<file path="src/rtl/datapath_pkg.sv">
// Shared types and defaults for the processor datapath.
// Latency: n/a (declarations only).
// Backpressure: n/a.
package datapath_pkg;

    localparam int DEF_DATA_W = 16;
    localparam int DEF_RF_AW  = 4;
    localparam int DEF_DM_AW  = 8;

    // ALU function codes as issued by the control unit
    typedef enum logic [2:0] {
        ALU_ZERO  = 3'd0,
        ALU_ADD   = 3'd1,
        ALU_SUB   = 3'd2,
        ALU_PASSA = 3'd3,
        ALU_XOR   = 3'd4,
        ALU_OR    = 3'd5,
        ALU_AND   = 3'd6,
        ALU_INC   = 3'd7
    } alu_op_t;

endpackage

</file>
<file path="src/rtl/register_file.sv">
// Two-read, one-write register file with asynchronous clear.
// Latency: reads combinational; writes visible the cycle after the write edge.
// Backpressure: none; a write is accepted on every enabled edge.
module register_file #(
    parameter int DATA_W = 16,
    parameter int AW     = 4
) (
    input  logic              clk,
    input  logic              rst,
    input  logic [AW-1:0]     ra_addr,
    input  logic [AW-1:0]     rb_addr,
    input  logic              w_en,
    input  logic [AW-1:0]     w_addr,
    input  logic [DATA_W-1:0] w_data,
    output logic [DATA_W-1:0] ra_data,
    output logic [DATA_W-1:0] rb_data
);

    logic [DATA_W-1:0] regs [2**AW];

    // Write port; reset clears every entry and masks any write in flight
    always_ff @(posedge clk or posedge rst) begin
        if (rst) begin
            for (int i = 0; i < 2**AW; i++) begin
                regs[i] <= '0;
            end
        end else if (w_en) begin
            regs[w_addr] <= w_data;
        end
    end

    // Read ports see the pre-edge contents, so read-during-write returns old data
    always_comb begin
        ra_data = regs[ra_addr];
        rb_data = regs[rb_addr];
    end

endmodule

</file>
<file path="src/rtl/processor_datapath.sv">
// Executes control-unit words: register file, 8-op ALU, 256x16 data RAM, write-back mux.
// Latency: ALU/W_Data combinational; Mem_Q one cycle after D_Addr; RF/RAM writes on the edge.
// Backpressure: none; every control word is executed in the cycle it is presented.
module processor_datapath
    import datapath_pkg::*;
#(
    parameter int    DATA_W  = DEF_DATA_W,
    parameter int    RF_AW   = DEF_RF_AW,
    parameter int    DM_AW   = DEF_DM_AW,
    parameter string DM_INIT = ""
) (
    input  logic              Clock,
    input  logic              Reset,
    input  logic [DM_AW-1:0]  D_Addr,
    input  logic              D_Wr,
    input  logic              RF_s,
    input  logic [RF_AW-1:0]  RF_Ra_Addr,
    input  logic [RF_AW-1:0]  RF_Rb_Addr,
    input  logic              RF_W_en,
    input  logic [RF_AW-1:0]  RF_W_Addr,
    input  logic [2:0]        ALU_s0,
    output logic [DATA_W-1:0] ALU_A,
    output logic [DATA_W-1:0] ALU_B,
    output logic [DATA_W-1:0] ALU_Out,
    output logic [DATA_W-1:0] Mem_Q,
    output logic [DATA_W-1:0] W_Data,
    output logic              Zero
);

    logic [DATA_W-1:0] dm [2**DM_AW];
    alu_op_t           alu_op;

    register_file #(
        .DATA_W (DATA_W),
        .AW     (RF_AW)
    ) u_rf (
        .clk     (Clock),
        .rst     (Reset),
        .ra_addr (RF_Ra_Addr),
        .rb_addr (RF_Rb_Addr),
        .w_en    (RF_W_en),
        .w_addr  (RF_W_Addr),
        .w_data  (W_Data),
        .ra_data (ALU_A),
        .rb_data (ALU_B)
    );

    assign alu_op = alu_op_t'(ALU_s0);

    // ALU: all results wrap modulo 2**DATA_W, no carry or overflow flags
    always_comb begin
        ALU_Out = '0;
        case (alu_op)
            ALU_ZERO:  ALU_Out = '0;
            ALU_ADD:   ALU_Out = ALU_A + ALU_B;
            ALU_SUB:   ALU_Out = ALU_A - ALU_B;
            ALU_PASSA: ALU_Out = ALU_A;
            ALU_XOR:   ALU_Out = ALU_A ^ ALU_B;
            ALU_OR:    ALU_Out = ALU_A | ALU_B;
            ALU_AND:   ALU_Out = ALU_A & ALU_B;
            ALU_INC:   ALU_Out = ALU_A + DATA_W'(1);
            default:   ALU_Out = '0;
        endcase
    end

    // Zero flag and write-back selection (1 = memory, 0 = ALU)
    always_comb begin
        Zero   = (ALU_Out == '0);
        W_Data = RF_s ? Mem_Q : ALU_Out;
    end

    // RAM store from the A side; contents survive reset but writes are held off during it
    always_ff @(posedge Clock) begin
        if (D_Wr && !Reset) begin
            dm[D_Addr] <= ALU_A;
        end
    end

    // Registered RAM read; read-during-write to the same word returns the old word
    always_ff @(posedge Clock or posedge Reset) begin
        if (Reset) begin
            Mem_Q <= '0;
        end else begin
            Mem_Q <= dm[D_Addr];
        end
    end

endmodule

</file>
<file path="config.mk">
export PLATFORM = sky130hd
export DESIGN_NAME = processor_datapath
export DESIGN_NICKNAME = d
export VERILOG_FILES = /design/src/rtl/datapath_pkg.sv /design/src/rtl/register_file.sv /design/src/rtl/processor_datapath.sv
export SDC_FILE = /design/constraint.sdc
export NUM_CORES = 2
export LEC_CHECK = 0
export BUFFER_PORTS_ARGS = -buffer_cell sky130_fd_sc_hd__clkbuf_2
export CORE_ASPECT_RATIO = 0.9
export CORE_UTILIZATION = 30
export CTS_BUF_LIST = sky130_fd_sc_hd__clkbuf_4
export DETAILED_ROUTE_END_ITERATION = 10
export PLACE_DENSITY_LB_ADDON = 0.15
export SYNTH_ARGS = -nofsm -noshare
export SYNTH_HDL_FRONTEND = slang
export SYNTH_SLANG_ARGS = --single-unit
</file>
<file path="constraint.sdc">
create_clock -name Clock -period 12.65 [get_ports Clock]
set_clock_uncertainty 0.2 [all_clocks]
set_input_delay 1.8975 -clock Clock [delete_from_list [all_inputs] [get_ports Clock]]
set_output_delay 1.8975 -clock Clock [all_outputs]
set_load 0.02 [all_outputs]
</file>
==> metrics.txt <==
outcome=finished, violations left; failing checks=DRC, slew limit; syn_area_per_cell=22.5 um2; hold_buf cts=0; Fin Setup TNS=0 ns; vias in the first global route=a little over 90,000; Initial Util=0.302; relative slew slack=-0.151; WL/cell=approximately 32 um; leakage=64.4 nW; CP Depth=22; final cycle utilization of the critical path=0.872; Max VDD drop=0.154 mV; I/O pin cnt=between 100 and 150; gpl congestion=about 0.83; WS Path Type=input port to output pin; Seq/Total Area, Yosys=0.753; clock slew seen by the registers of the worst setup and hold paths=0.06 ns; initial antenna violation count=32; Mapped Nets=7,739; CTS tree=yes; number of synthesized flops with an enable pin=roughly 4,100; worst stage delay on the critical path=0.74 ns; Synth Area in Adders=0.00360; Hold WC Path Type=register to register; Final Critical Period=roughly 11 ns; Post-layout nets=around 9,000; Final Hold Viols=0; Setup Buffers After CTS=0; Worst Setup Start Kind=input port; Vert. Die Dim=721 um; root buffer cell=clkbuf_4; Core Region=between 0.5 and 0.6 mm2; largest net degree at the start of global routing=just under 200; post-synthesis xor/xnor area fraction=0.000813; layout cells sized above 1=0.430; Max clock buf depth=5; pin slew with the least headroom to its limit=roughly 1.7 ns; power density over the cells=between 150 and 200 mW/mm2; Post-synth top flop=edfxtp_1; Post-DP HPWL=approximately 320,000 um; fmax=slightly above 0.09 GHz; total length of routed wires=about 550,000 um; simple-gate portion of the synthesized area=0.0190; Setup crit end kind=output pin; Post-DRT Antenna Nets=0; Worst-Skew Late Latency=roughly 1.8 ns; Total Routing Usage GR=0.188; first-pass GRT wire length=about 750,000 um; Multi-input gate area=0.0417 mm2; Area growth syn-to-layout=15.4%; CP required=~11 ns; largest family of logic cells by synthesized area=multiplexers; port bufs=between 100 and 150; final setup fails=0; DRC violations left=1; #FFs+latches synth=approximately 4,400; slowest CP cell=mux2i_1; post-DR vias/cell=between 5 and 6; DRT iter0 DRCs=between 9,000 and 10,000; Netlist cell types=68; Arr. time, crit path=8.93 ns; Hold WS=just over 0.3 ns; Mapped Cells=~7,700; CP cell instances=buf_4, mux4_2, o21ai_0, a21oi_1, a211oi_1, inv_1, or4_1, nand2b_1, xnor2_1, nor2_1, ha_1, a21o_1, a21oi_1, nor2b_1, a2111o_1, a2111o_1, nand2_1, xor2_1, o221ai_1, mux2i_1, inv_1, clkbuf_2; Final Util=0.348; FF-to-FF path depth=21; CTS sink cnt=roughly 4,400; CP Buf/Inv Count=4; TritonCTS buffer count=1,206; Total Power=35.4 mW; TritonRoute pass-1 iters=8; CTS HTree Levels=7; Die ar.=between 0.5 and 0.6 mm2; maximum capacitance violations=0; WHS Path Cells=2; multiplexer area fraction after synthesis=0.199; Post-CTS Resized=0; RSZ-0062 raised after global routing=false; vias post-DR=between 80,000 and 90,000; Netlist Area Pre-Place=~0.17 mm2; fillers=between 50,000 and 60,000; YS warnings=0; Die Width=801 um; family with the most delay on the worst path=compound AO/OA/AOI/OAI gates; Seq. cell area=between 0.1 and 0.15 mm2; total gr overflow=0; asr flop ratio synth=0.0623; Final Slew Violations=80; Rows=263; Synth Area in Compound Gates=0.0125; Critical Path Fanout Max=39
## logic make-up after synthesis
| kind of cell | Yosys count |
|---|---|
| AND/OR/NAND/NOR | 747 |
| buffers and inverters | 522 |
| multiplexers | 1616 |
| XOR/XNOR | 16 |
| adder cells (fa/ha/maj) | 49 |
| AO/OA/AOI/OAI | 344 |
| flip-flops | 4368 |
## registers in the layout, indices dropped and copies added (netlist names)
name,flops
Mem_Q,16
dm,4096
u_rf.regs,256
## per-layer routing
metal,global-route usage,share of wire
met1,0.260,0.44
met2,0.295,0.47
met3,0.0431,0.067
met4,0.0630,0.024
met5,0,0.000024
## worst paths after layout
check	from	end	slack, ns
max in group asynchronous	Reset	u_rf.regs[175]$_DFFE_PP0P_	10.19
worst min register to register	u_rf.regs[12]$_DFFE_PP0P_	u_rf.regs[12]$_DFFE_PP0P_	0.30
worst max-delay path	RF_Rb_Addr[0]	W_Data[13]	1.62
worst max register to register	u_rf.regs[54]$_DFFE_PP0P_	u_rf.regs[45]$_DFFE_PP0P_	5.57
worst min-delay path	u_rf.regs[12]$_DFFE_PP0P_	u_rf.regs[12]$_DFFE_PP0P_	0.30
min in group asynchronous	Reset	u_rf.regs[160]$_DFFE_PP0P_	0.36
## tightest hold or removal path, stage by stage (launching register included)
cell,delay (ns)
dfrtp_1,0.36
nand2_1,0.05
o21ai_0,0.06
## area by class of cell
cell class,count,area share
Clock buffer,1733,0.0654
Multi-Input combinational cell,2772,0.209
Sequential cell,4368,0.653
Tap cell,7552,0.0475
Inverter,61,0.00119
Clock inverter,186,0.00420
Antenna cell,29,0.000365
Timing Repair Buffer,503,0.0193
## layout by cell type (no fill, tap or decap), types with 7 or more instances in the layout
cell type	netlist	layout
a221oi_1	7	7
inv_1	60	59
dfrtp_1	272	272
inv_2	0	22
or3_1	7	7
nand4_1	18	18
clkinv_2	0	17
mux2i_1	48	47
clkinv_1	1	142
clkbuf_4	0	1733
nand3_2	0	10
nor2_2	0	208
mux4_4	0	16
mux2_2	115	115
mux2_1	9	9
nor3_1	16	12
or4_1	7	7
nand3_1	47	37
nand2_1	233	227
o21ai_0	176	176
nor2_1	304	44
mux4_2	1444	1428
o22ai_1	8	8
and3_1	8	8
a31oi_1	29	29
a22oi_1	14	14
diode_2	0	29
nand2b_1	16	16
buf_12	0	24
buf_4	4	376
a21oi_1	33	33
edfxtp_1	4096	4096
clkbuf_2	0	99
xnor2_1	10	10
a32oi_1	10	10
nor2b_1	66	61
nor2_4	0	52
a21o_1	7	7
ha_1	48	48
## stage by stage
step                setup slack [ns]  std cells  area [um2]
finish                          1.62      17200      199000
global route                    1.10      17200      199000
detailed placement              1.69      15300      185000
global placement                1.74      15300      185000
CTS                             1.65      17200      199000
floorplan                       1.97       7662      172000
## where the power goes
| part | leakage [nW] | total [mW] | switching, mW | internal (mW) |
|---|---|---|---|---|
| Clock | 8.42 | 12.1 | 5.76 | 6.29 |
| Sequential | 40.9 | 18.2 | 0.316 | 17.9 |
| Combinational | 15.1 | 5.11 | 3.78 | 1.32 |
| Total | 64.4 | 35.4 | 9.86 | 25.5 |
## Yosys cell counts (all sizes together), types with 7 or more instances
master	instances	area, um2
a21o	7	52.6
a21oi	33	165
a221oi	7	61.3
a22oi	14	105
a31oi	29	181
a32oi	11	115
and3	8	50.1
buf	164	687
clkbuf	297	1110
dfrtp	272	6810
edfxtp	4096	123000
ha	48	601
inv	60	225
mux2	124	1400
mux2i	48	480
mux4	1444	32500
nand2	233	875
nand2b	16	100
nand3	47	235
nand4	18	113
nor2	304	1140
nor2b	66	413
nor3	16	80.1
o21ai	177	890
o22ai	8	50.1
or3	7	43.8
or4	8	63.8
xnor2	10	87.6
Note: power is estimated with default switching activity, not from simulation.
